**src/rtl/crc_serial_engine_pkg.sv**
```systemverilog
// -----------------------------------------------------------------------------
// crc_pkg
// Shared definitions for the bit-serial CRC engine family.
//   crc_state_t   : engine FSM state (IDLE / SHIFT / EMIT)
//   CRC_MODE_GEN  : compute the CRC and shift it out serially
//   CRC_MODE_CHK  : feed data plus received CRC, flag a zero residue
//   BLE_CRC_POLY  : BLE CRC-24 generator x^24+x^10+x^9+x^6+x^4+x^3+x+1
//                   (the x^24 term is implicit)
//   BLE_CRC_INIT  : BLE advertising-channel CRC seed
// -----------------------------------------------------------------------------
package crc_pkg;

  typedef enum logic [1:0] {
    IDLE  = 2'd0,
    SHIFT = 2'd1,
    EMIT  = 2'd2
  } crc_state_t;

  localparam logic CRC_MODE_GEN = 1'b0;
  localparam logic CRC_MODE_CHK = 1'b1;

  localparam logic [23:0] BLE_CRC_POLY = 24'h00065B;
  localparam logic [23:0] BLE_CRC_INIT = 24'h555555;

endpackage : crc_pkg

```
**src/rtl/crc_serial_engine_lfsr_step.sv**
```systemverilog
// -----------------------------------------------------------------------------
// crc_lfsr_step
// One Galois, MSB-first CRC update: folds a single data bit into the register.
// Purely combinational, so a parallel engine can chain several instances.
// Parameters:
//   CRC_W : register width (2..32)
//   POLY  : generator polynomial without the x^CRC_W term
// Ports:
//   lfsr      in  CRC_W  current register value
//   data_bit  in  1      incoming data bit
//   next_lfsr out CRC_W  register value after absorbing data_bit
// -----------------------------------------------------------------------------
module crc_lfsr_step
  import crc_pkg::*;
#(
  parameter int               CRC_W = 24,
  parameter logic [CRC_W-1:0] POLY  = CRC_W'(BLE_CRC_POLY)
) (
  input  logic [CRC_W-1:0] lfsr,
  input  logic             data_bit,
  output logic [CRC_W-1:0] next_lfsr
);

  logic fb;

  assign fb        = data_bit ^ lfsr[CRC_W-1];
  assign next_lfsr = {lfsr[CRC_W-2:0], 1'b0} ^ (fb ? POLY : '0);

endmodule : crc_lfsr_step

```
**src/rtl/crc_serial_engine.sv**
```systemverilog
// -----------------------------------------------------------------------------
// crc_serial_engine
// Parametrised bit-serial CRC engine with frame handshake. In generate mode the
// CRC of the frame is frozen on crc_o and shifted out MSB first; in check mode
// the frame is followed by its received CRC and match_o flags a zero residue.
// Default configuration is BLE CRC-24.
//
// Optional build macro:
//   CRC_SEED_PORT_EN : adds seed_i; start_i loads seed_i instead of INIT.
//
// Ports:
//   clk_i        in   1      clock, rising edge
//   rst_n_i      in   1      synchronous, active-low reset
//   start_i      in   1      begin frame: load seed, latch mode_i
//   mode_i       in   1      0 = generate, 1 = check (sampled with start_i)
//   seed_i       in   CRC_W  per-frame seed (only with CRC_SEED_PORT_EN)
//   valid_i      in   1      data_i carries a frame bit
//   data_i       in   1      serial data, MSB first
//   last_i       in   1      current valid bit is the final one
//   busy_o       out  1      frame in progress (SHIFT or EMIT)
//   crc_o        out  CRC_W  CRC of the last completed generate frame
//   crc_bit_o    out  1      serialised CRC bit, MSB first
//   crc_valid_o  out  1      crc_bit_o is valid
//   done_o       out  1      one-cycle pulse at frame completion
//   match_o      out  1      check-mode result, held until the next done_o
// -----------------------------------------------------------------------------
module crc_serial_engine
  import crc_pkg::*;
#(
  parameter int               CRC_W = 24,
  parameter logic [CRC_W-1:0] POLY  = CRC_W'(BLE_CRC_POLY),
  parameter logic [CRC_W-1:0] INIT  = CRC_W'(BLE_CRC_INIT)
) (
  input  logic             clk_i,
  input  logic             rst_n_i,
  input  logic             start_i,
  input  logic             mode_i,
`ifdef CRC_SEED_PORT_EN
  input  logic [CRC_W-1:0] seed_i,
`endif
  input  logic             valid_i,
  input  logic             data_i,
  input  logic             last_i,
  output logic             busy_o,
  output logic [CRC_W-1:0] crc_o,
  output logic             crc_bit_o,
  output logic             crc_valid_o,
  output logic             done_o,
  output logic             match_o
);

  localparam int IDX_W = $clog2(CRC_W);

  crc_state_t       state;
  logic             mode_q;
  logic [CRC_W-1:0] lfsr;
  logic [IDX_W-1:0] emit_idx;   // index of the crc_o bit currently on crc_bit_o

  logic [CRC_W-1:0] seed_val;
  logic [CRC_W-1:0] step_base;
  logic [CRC_W-1:0] step_next;
  logic             apply_bit;
  logic             complete;
  logic             mode_eff;

`ifdef CRC_SEED_PORT_EN
  assign seed_val = seed_i;
`else
  assign seed_val = INIT;
`endif

  // A bit arriving together with start_i is folded into the fresh seed, so the
  // step always operates on the value the register is about to hold.
  assign step_base = start_i ? seed_val : lfsr;
  assign apply_bit = valid_i & (start_i | (state == SHIFT));
  assign complete  = apply_bit & last_i;
  assign mode_eff  = start_i ? mode_i : mode_q;

  crc_lfsr_step #(
    .CRC_W (CRC_W),
    .POLY  (POLY)
  ) u_step (
    .lfsr      (step_base),
    .data_bit  (data_i),
    .next_lfsr (step_next)
  );

  assign busy_o = (state != IDLE);

  // NOTE: all state is updated with non-blocking assignments so every register
  // samples the pre-edge values; later assignments in this block deliberately
  // override earlier ones (frame completion wins over plain shifting).
  always_ff @(posedge clk_i) begin
    if (!rst_n_i) begin
      state       <= IDLE;
      mode_q      <= CRC_MODE_GEN;
      lfsr        <= INIT;
      emit_idx    <= '0;
      crc_o       <= '0;
      match_o     <= 1'b0;
      crc_bit_o   <= 1'b0;
      crc_valid_o <= 1'b0;
      done_o      <= 1'b0;
    end else begin
      done_o <= 1'b0;

      if (start_i) begin
        // Restart from any state; an emit in progress is abandoned.
        mode_q      <= mode_i;
        lfsr        <= apply_bit ? step_next : seed_val;
        state       <= SHIFT;
        crc_valid_o <= 1'b0;
        crc_bit_o   <= 1'b0;
      end else begin
        case (state)
          SHIFT: begin
            if (valid_i) lfsr <= step_next;
          end
          EMIT: begin
            if (emit_idx == '0) begin
              crc_valid_o <= 1'b0;
              crc_bit_o   <= 1'b0;
              done_o      <= 1'b1;
              state       <= IDLE;
            end else begin
              emit_idx  <= emit_idx - 1'b1;
              crc_bit_o <= crc_o[emit_idx - 1'b1];
            end
          end
          default: ;  // IDLE: inputs ignored, register holds
        endcase
      end

      if (complete) begin
        if (mode_eff == CRC_MODE_GEN) begin
          crc_o       <= step_next;
          emit_idx    <= IDX_W'(CRC_W - 1);
          crc_bit_o   <= step_next[CRC_W-1];
          crc_valid_o <= 1'b1;
          state       <= EMIT;
        end else begin
          match_o <= (step_next == '0);
          done_o  <= 1'b1;
          state   <= IDLE;
        end
      end
    end
  end

endmodule : crc_serial_engine

```
**config.mk**
```make
export PLATFORM = sky130hd
export DESIGN_NAME = crc_serial_engine
export DESIGN_NICKNAME = d
export VERILOG_FILES = /design/src/rtl/crc_serial_engine_pkg.sv /design/src/rtl/crc_serial_engine_lfsr_step.sv /design/src/rtl/crc_serial_engine.sv
export SDC_FILE = /design/constraint.sdc
export NUM_CORES = 1
export LEC_CHECK = 0
export ABC_AREA = 1
export CORE_AREA = 5 5 98 109
export CTS_CLUSTER_DIAMETER = 200
export DETAILED_ROUTE_END_ITERATION = 6
export DIE_AREA = 0 0 103 114
export HOLD_SLACK_MARGIN = 0.1
export PLACE_DENSITY = 0.51
export SLEW_MARGIN = 25
export SYNTH_ARGS = -nofsm -noshare
export SYNTH_HDL_FRONTEND = slang
export SYNTH_HIERARCHICAL = 1
export SYNTH_SLANG_ARGS = --single-unit
```
**constraint.sdc**
```tcl
create_clock -name clk_i -period 6.2 [get_ports clk_i]
set_clock_uncertainty 0.2 [all_clocks]
set_input_delay 1.24 -clock clk_i [delete_from_list [all_inputs] [get_ports clk_i]]
set_output_delay 1.24 -clock clk_i [all_outputs]
set_load 0.01 [all_outputs]
```
==> flow_metrics.py, run 1 <==
metrics = {
    "detailed_routing": {
        "drc_errors": 0,
        "first_iter_violations": 190,
        "drt-pass1-iter-count": 4,
        "final_antenna_net_count": 0,
        "via_count": 2688,
        "wirelength_mm": 7.58,
        "drt-wirelength-per-cell_um": 13.3,
        "viasPerCell": 4.72,
    },
    "global_routing": {
        "grt_pass1_vias": 2533,
        "track_usage": 0.138,
        "grt_pass1_wl_mm": 12.5,
        "grt_overflow_total": 0,
        "antenna_found_initial": 0,
        "grt_max_degree": 43,
    },
    "place": {
        "numPortBuffers": 35,
        "place_hpwl_mm": 5.39,
        "routabilityCongestion": 0.887,
        "dpl_cell_area_um2": 3250,
    },
    "sta": {
        "finalSetupViolations": 0,
        "tns_ns": 0,
        "worstMarginPinSlew_ns": 0.887,
        "clock.fmax_mhz": 299,
        "period_minus_slack_ns": 3.35,
        "relSlewSlack": 0.409,
        "final_max_slew_viol_count": 0,
        "hold_viol_final": 0,
        "rsz0062_at_grt": "false",
        "timing.hold.ws_ns": 0.273,
        "fin_crit_sh": 0.540,
    },
    "floorplan": {
        "io_pins": 36,
        "start_util": 0.309,
        "dieHeight_um": 114,
        "num_rows": 38,
        "fp.dieArea_um2": 11700,
        "die_x_um": 103,
        "core-area_um2": 9600,
    },
    "setup_path": {
        "cp-end-kind": "register",
        "r2r_setup_slack_ns": 3.65,
        "crit_chain": "clkdlybuf4s50_1 > buf_4 > o21a_1 > nor2_4 > inv_2 > o21ai_0 > o21ai_0 > inv_1",
        "cp_common_cell": "o21ai_0",
        "worstSetupStartpointType": "input pin",
        "crit_family": "buffers and inverters",
        "reg2reg_to": "crc_bit_o",
        "cp_num_buf_inv": 4,
        "crit_path_max_fanout": 41,
        "critPathKind": "in2reg",
        "slowest_delay_ns": 0.60,
        "cp.arrival_ns": 3.43,
        "cp.depth": 8,
        "crit_path_start": "start_i",
        "worstReg2RegStart": "emit_idx[0]",
        "cp.required_ns": 6.29,
        "worstRegToRegCells": 12,
        "slowest_stage": "nor2_4",
    },
    "hold_path": {
        "hold_path_class": "reg2reg",
        "worstHoldStart": "lfsr[2]",
        "hold_end": "lfsr[2]",
        "hold_path_depth": 2,
    },
    "clock_network": {
        "cts.sinks": 60,
        "postCtsHoldBufs": 0,
        "cts_root_buf": "clkbuf_8",
        "clk_path_buf_depth": 2,
        "cts_tree": "yes",
        "path_clk_slew_ns": 0.06,
        "clkLatencyLatePin_ns": 0.34,
        "cts_buffers": 9,
        "ctsHtreeMaxLevel": 3,
        "cts_resized": 0,
        "postCtsSetupBuffers": 0,
    },
    "synth": {
        "synth_top_area_frac": 0.405,
        "syn_area_um2": 2970,
        "ys_types": 30,
        "yosys_register_bits": 60,
        "syn_inst": 435,
        "synth_top_cell_by_area": "dfxtp_1",
        "yosysSeqAreaShare": 0.405,
        "synth_nets": 443,
        "ys_warn_count": 6,
        "syn_avg_cell_area_um2": 6.82,
        "synthTopCellsByArea": "dfxtp_1 41%, nand2_1 9.1%, nor2_1 8.6%",
    },
    "pwr": {
        "power_density_nw_per_um2": 257,
        "irDropWorstVdd_mv": 0.0747,
        "power_frac_seq": 0.483,
        "swShare": 0.288,
        "leakage_uw": 0.00149,
        "power_frac_clock": 0.344,
        "switching_power_uw": 252,
        "intPower_uw": 624,
        "pwr-share-comb": 0.172,
    },
    "layout": {
        "area_growth_pct": 15.0,
        "diodes": 0,
        "multi_input_area_um2": 1300,
        "fillCellCount": 1056,
        "regArea_um2": 1200,
        "final_area_um2": 3410,
        "final_layout_size_suffix_gt1_frac": 0.0711,
        "nets": 453,
    },
    "job": {
        "maxCapViolCount": 0,
    },
    "outcome": {
        "status": "finished, final reports clean",
    },
}
## per-layer routing
| metal | global-route usage | vias up | wire (um) |
|---|---|---|---|
| met4 | 0.0674 | 0 | 172 |
| met2 | 0.203 | 62 | 3350 |
| met5 | 0 | - | 0 |
| li1 | - | 1397 | - |
| met1 | 0.185 | 1216 | 3660 |
| met3 | 0.0355 | 13 | 397 |
## power groups by stage
stage | registers (uW) | logic (uW) | clock network, uW
2_1_floorplan | 431 | 108 | 0
3_5_place_dp | 432 | 151 | 0
3_3_place_gp | 432 | 150 | 0
6_report | 423 | 151 | 302
5_1_grt | 426 | 171 | 331
4_1_cts | 423 | 152 | 313
## sequential cells by signal, summed over array words and instances (netlist names)
signal,count
crc_valid_o,1
crc_bit_o,1
mode_q,1
match_o,1
lfsr,24
done_o,1
state,2
emit_idx,5
crc_o,24
## worst register-to-register path, delay by kind of cell, from the launching register on
| family | cells | cell delay [ns] |
|---|---|---|
| flops | 1 | 0.62 |
| fa+ha+maj | 1 | 0.46 |
| simple gates | 9 | 0.66 |
| buf+inv | 2 | 0.49 |
## worst max path at each step
stage / end
detailed placement: emit_idx[0]
finish: emit_idx[0]
CTS: emit_idx[0]
floorplan: match_o
global route: match_o
global placement: crc_o[10]
## cell type report
class	instances	share of cell area
clock inverter	2	0.00294
multi-input combinational	276	0.382
inverter	61	0.0672
clock buffer	14	0.0448
sequential	60	0.352
tap	120	0.0440
timing repair buffer	37	0.107
## metrics by stage
step,worst slack (ns),total power [uW],util,std cells
6_report,2.85,876,0.355,570
5_1_grt,2.60,928,0.355,570
4_1_cts,2.84,887,0.355,570
3_5_place_dp,2.48,583,0.338,554
3_3_place_gp,2.49,582,0.338,554
2_1_floorplan,3.16,539,-,435
## cell families after synthesis
family	after synthesis	synth area share
buffers and inverters	99	0.156
AND/OR/NAND/NOR	194	0.280
AO/OA/AOI/OAI	80	0.152
adder cells (fa/ha/maj)	1	0.00422
flip-flops	60	0.405
XOR/XNOR	1	0.00295
## cell usage in the layout (no fill, tap or decap), drive strengths merged, types with 14 or more instances in the layout
master          n
a21oi          20
clkbuf         14
clkdlybuf4s50  35
dfxtp          60
inv            61
nand2          72
nand3          29
nor2           69
o21ai          31
o22ai          23
or2            14
## synth_stat cells
master,count
nor2_4,1
clkbuf_1,11
ha_1,1
o21ai_1,9
nor3_1,4
nand4_1,2
a21oi_2,1
o21ai_0,22
o32ai_1,1
buf_1,1
a21oi_1,19
buf_6,1
nand3_1,29
buf_4,21
nor4_1,2
dfxtp_1,60
inv_2,3
nand2_1,72
o211ai_1,1
nor2_1,68
a22oi_1,1
inv_1,58
buf_2,4
or2_1,1
or2_2,13
o22ai_1,23
o21a_1,2
o221ai_1,1
nand3b_1,2
xnor2_1,1
Note: power is estimated with default switching activity, not from simulation.
==> run 2: changes to the inputs <==
==> constraint.sdc (replaced) <==
create_clock -name clk_i -period 3.3 [get_ports clk_i]
set_clock_uncertainty 0.2 [all_clocks]
set_input_delay 0.66 -clock clk_i [delete_from_list [all_inputs] [get_ports clk_i]]
set_output_delay 0.66 -clock clk_i [all_outputs]
set_load 0.01 [all_outputs]
==> flow_metrics.py, run 2 (synthesis gave the netlist of run 1 again) <==
metrics = {
    "outcome": {
        "status": "finished, final reports clean",
    },
    "floorplan": {
        "core-area_um2": 9600,
        "dieHeight_um": 114,
        "start_util": 0.309,
        "num_rows": 38,
        "fp.dieArea_um2": 11700,
        "io_pins": 36,
        "die_x_um": 103,
    },
    "sta": {
        "timing.hold.ws_ns": 0.271,
        "period_minus_slack_ns": 2.68,
        "tns_ns": 0,
        "hold_viol_final": 0,
        "worstMarginPinSlew_ns": 0.480,
        "clock.fmax_mhz": 373,
        "rsz0062_at_grt": "false",
        "finalSetupViolations": 0,
        "relSlewSlack": 0.680,
        "final_max_slew_viol_count": 0,
        "fin_crit_sh": 0.811,
    },
    "job": {
        "maxCapViolCount": 0,
    },
    "setup_path": {
        "worstSetupStartpointType": "input pin",
        "cp.arrival_ns": 2.70,
        "critPathKind": "in2reg",
        "crit_path_max_fanout": 22,
        "cp.required_ns": 3.32,
        "cp-end-kind": "register",
    },
    "clock_network": {
        "ctsHtreeMaxLevel": 3,
        "postCtsHoldBufs": 0,
        "clkLatencyLatePin_ns": 0.33,
        "cts_tree": "yes",
        "path_clk_slew_ns": 0.06,
        "cts_resized": 0,
        "cts_root_buf": "clkbuf_8",
        "cts.sinks": 60,
        "clk_path_buf_depth": 2,
        "postCtsSetupBuffers": 0,
        "cts_buffers": 9,
    },
    "pwr": {
        "power_density_nw_per_um2": 473,
        "swShare": 0.288,
        "power_frac_seq": 0.482,
        "irDropWorstVdd_mv": 0.146,
        "intPower_uw": 1170,
        "pwr-share-comb": 0.181,
        "switching_power_uw": 474,
        "power_frac_clock": 0.336,
        "total_power_uw": 1640,
        "leakage_uw": 0.00153,
    },
    "hold_path": {
        "hold_path_class": "reg2reg",
    },
    "layout": {
        "final_layout_size_suffix_gt1_frac": 0.0859,
        "fillCellCount": 1026,
        "top_regs": "crc_o (24), lfsr (24), emit_idx (5)",
        "final_common_cell": "nand2_1",
        "fin_cells": 574,
        "area_growth_pct": 17.1,
        "nets": 459,
        "layout_common_cells": "72 x nand2_1, 68 x nor2_1, 60 x dfxtp_1",
        "diodes": 0,
    },
    "detailed_routing": {
        "viasPerCell": 4.74,
        "drc_errors": 0,
        "drt-wirelength-per-cell_um": 13.5,
        "via_count": 2718,
        "wirelength_mm": 7.76,
        "drt-pass1-iter-count": 4,
        "first_iter_violations": 139,
        "final_antenna_net_count": 0,
    },
    "place": {
        "place_inst": 560,
        "routabilityCongestion": 0.841,
        "place_hpwl_mm": 5.58,
        "numPortBuffers": 35,
    },
    "global_routing": {
        "grt_pass1_vias": 2551,
        "grt_pass1_wl_mm": 12.6,
        "antenna_found_initial": 0,
        "grt_max_degree": 42,
        "track_usage": 0.138,
        "grt_overflow_total": 0,
    },
}
## run 2: changes by cell type in the layout (fill, tap and decap cells not counted), sizes merged
cell,change
buf,+6
clkbuf,-3
clkinv,+1
## run 2: worst paths after layout
kind | start | slack (ns) | endpoint | cells after the start
worst max-delay path | start_i | 0.62 | crc_o[22] | 9
worst min-delay path | lfsr[0] | 0.27 | lfsr[0] | 2
worst max register to register | emit_idx[1] | 1.25 | crc_bit_o | 12
worst min register to register | lfsr[0] | 0.27 | lfsr[0] | 2
## run 2: cell type report
class	count	area, um^2	area share
Clock buffer	11	141	0.0407
Clock inverter	3	15.0	0.00432
Inverter	61	229	0.0659
Multi-Input combinational cell	276	1300	0.375
Sequential cell	60	1200	0.346
Tap cell	120	150	0.0432
Timing Repair Buffer	43	435	0.125
## run 2: layer usage
layer  GRT usage  share of wire
met4      0.0734          0.030
met1       0.184           0.48
met5           0              0
met3      0.0183          0.047
met2       0.213           0.44
## run 2: stage by stage
stage	instance area [um^2]	utilization	worst slack, ns
after floorplan	2970	-	0.836
after global placement	3320	0.345	0.334
after detailed placement	3320	0.345	0.249
after global routing	3470	0.362	0.307
after CTS	3470	0.362	0.618
final	3470	0.362	0.622
## run 2: power by group through the flow
stage	logic, uW	registers (uW)	clock network, uW
CTS	299	793	572
detailed placement	298	809	0
global placement	295	809	0
global route	334	798	605
finish	298	793	553
floorplan	202	810	0
## run 2: critical path: stages
cell and delay, ns:
clkdlybuf4s50_1 0.74, buf_12 0.21, inv_2 0.06, nand2_1 0.10
nand3_1 0.19, nor2_4 0.31, inv_2 0.20, nor2_1 0.16
nor2_1 0.06
==> run 3: changes to the inputs <==
==> constraint.sdc (replaced) <==
create_clock -name clk_i -period 2.6 [get_ports clk_i]
set_clock_uncertainty 0.2 [all_clocks]
set_input_delay 0.52 -clock clk_i [delete_from_list [all_inputs] [get_ports clk_i]]
set_output_delay 0.52 -clock clk_i [all_outputs]
set_load 0.01 [all_outputs]
==> flow_metrics.py, run 3 (synthesis gave the netlist of run 1 again) <==
metrics = {
    "clock_network": {
        "cts_tree": "yes",
        "cts_resized": 0,
        "cts_buffers": 9,
        "clk_path_buf_depth": 2,
        "path_clk_slew_ns": 0.06,
        "ctsHtreeMaxLevel": 3,
        "clkLatencyLatePin_ns": 0.33,
        "postCtsHoldBufs": 0,
        "cts_root_buf": "clkbuf_8",
        "postCtsSetupBuffers": 0,
        "cts.sinks": 60,
    },
    "place": {
        "place_hpwl_mm": 5.65,
        "numPortBuffers": 35,
        "dpl_cell_area_um2": 3490,
        "place_inst": 582,
        "routabilityCongestion": 0.803,
    },
    "global_routing": {
        "grt_max_degree": 42,
        "grt_pass1_vias": 2589,
        "grt_pass1_wl_mm": 12.8,
        "track_usage": 0.140,
        "antenna_found_initial": 0,
        "grt_overflow_total": 0,
    },
    "pwr": {
        "power_density_nw_per_um2": 594,
        "total_power_uw": 2180,
        "irDropWorstVdd_mv": 0.193,
        "leakage_uw": 0.00166,
    },
    "outcome": {
        "status": "finished, final reports clean",
    },
    "detailed_routing": {
        "first_iter_violations": 122,
        "drc_errors": 0,
        "via_count": 2759,
        "wirelength_mm": 7.66,
        "drt-wirelength-per-cell_um": 12.8,
        "final_antenna_net_count": 0,
        "drt-pass1-iter-count": 4,
        "viasPerCell": 4.61,
    },
    "setup_path": {
        "slowest_delay_ns": 0.47,
        "critPathKind": "reg2out",
        "slowest_stage": "clkdlybuf4s50_1",
        "worstSetupStartpointType": "register",
        "cp.arrival_ns": 1.44,
        "crit_family": "buffers and inverters",
        "cp-end-kind": "primary output",
        "cp_num_buf_inv": 1,
        "crit_path_max_fanout": 4,
        "cp.depth": 2,
        "cp.required_ns": 1.88,
        "worstRegToRegCells": 12,
        "crit_chain": "or2_2 > clkdlybuf4s50_1",
    },
    "layout": {
        "final_layout_size_suffix_gt1_frac": 0.128,
        "multi_input_area_um2": 1300,
        "utilization": 0.383,
        "layout_common_cells": "72 x nand2_1, 68 x nor2_1, 60 x dfxtp_1",
        "area_growth_pct": 24.1,
        "final_area_um2": 3680,
        "nets": 481,
        "regArea_um2": 1200,
        "top_regs": "crc_o (24), lfsr (24), emit_idx (5)",
        "fin_cells": 598,
        "final_common_cell": "nand2_1",
        "diodes": 0,
        "fillCellCount": 1020,
    },
    "floorplan": {
        "fp.dieArea_um2": 11700,
        "die_x_um": 103,
        "start_util": 0.309,
        "core-area_um2": 9600,
        "num_rows": 38,
        "io_pins": 36,
        "dieHeight_um": 114,
    },
    "sta": {
        "hold_viol_final": 0,
        "finalSetupViolations": 0,
        "fin_crit_sh": 0.830,
        "period_minus_slack_ns": 2.16,
        "timing.hold.ws_ns": 0.267,
        "clock.fmax_mhz": 463,
        "rsz0062_at_grt": "false",
        "worstMarginPinSlew_ns": 0.450,
        "relSlewSlack": 0.698,
        "final_max_slew_viol_count": 0,
    },
    "job": {
        "maxCapViolCount": 0,
    },
    "hold_path": {
        "hold_path_class": "reg2reg",
        "hold_path_depth": 2,
    },
}
==> run 3: cell types whose count changed in the layout (fill, tap and decap cells not counted), sizes merged <==
cell	previous run	this run
clkinv	3	1
clkbuf	11	15
buf	8	30
clkdlybuf4s50	35	34
dlymetal6s2s	0	1
==> run 3: path summary, 6_finish.rpt <==
path,start,end,slack (ns)
setup / recovery,state[0],busy_o,0.44
hold / removal,lfsr[0],lfsr[0],0.27
setup reg to reg,emit_idx[0],crc_bit_o,0.49
hold reg to reg,lfsr[0],lfsr[0],0.27
==> run 3: power by group <==
part	internal, uW	switching, uW	total, uW
clock	424	344	768
combinational	180	230	410
sequential	975	30.4	1010
==> run 3: cell type report <==
type | instances | area share
clock inverter | 1 | 0.00136
inverter | 61 | 0.0622
timing repair buffer | 65 | 0.167
sequential | 60 | 0.327
clock buffer | 15 | 0.0480
tap | 120 | 0.0408
multi-input combinational | 276 | 0.354
==> run 3: routing by layer <==
layer  vias up  global-route usage  part of all wire
met5         -                   0                 0
met2        56               0.205              0.44
met1      1232               0.195              0.48
met4         0              0.0639             0.025
met3        14              0.0294             0.048
li1       1457                   -                 -
==> run 3: tightest hold or removal path: stages (launching register included) <==
cell and delay, ns:
dfxtp_1 0.32, o22ai_1 0.07, nand2_1 0.05
==> run 3: stage by stage <==
| step | TNS (ns) | worst slack [ns] |
|---|---|---|
| after floorplan | 0 | 0.276 |
| after global placement | -1.72 | -0.163 |
| after detailed placement | -2.76 | -0.208 |
| after CTS | 0 | 0.131 |
| after global routing | 0 | 0.162 |
| final | 0 | 0.442 |
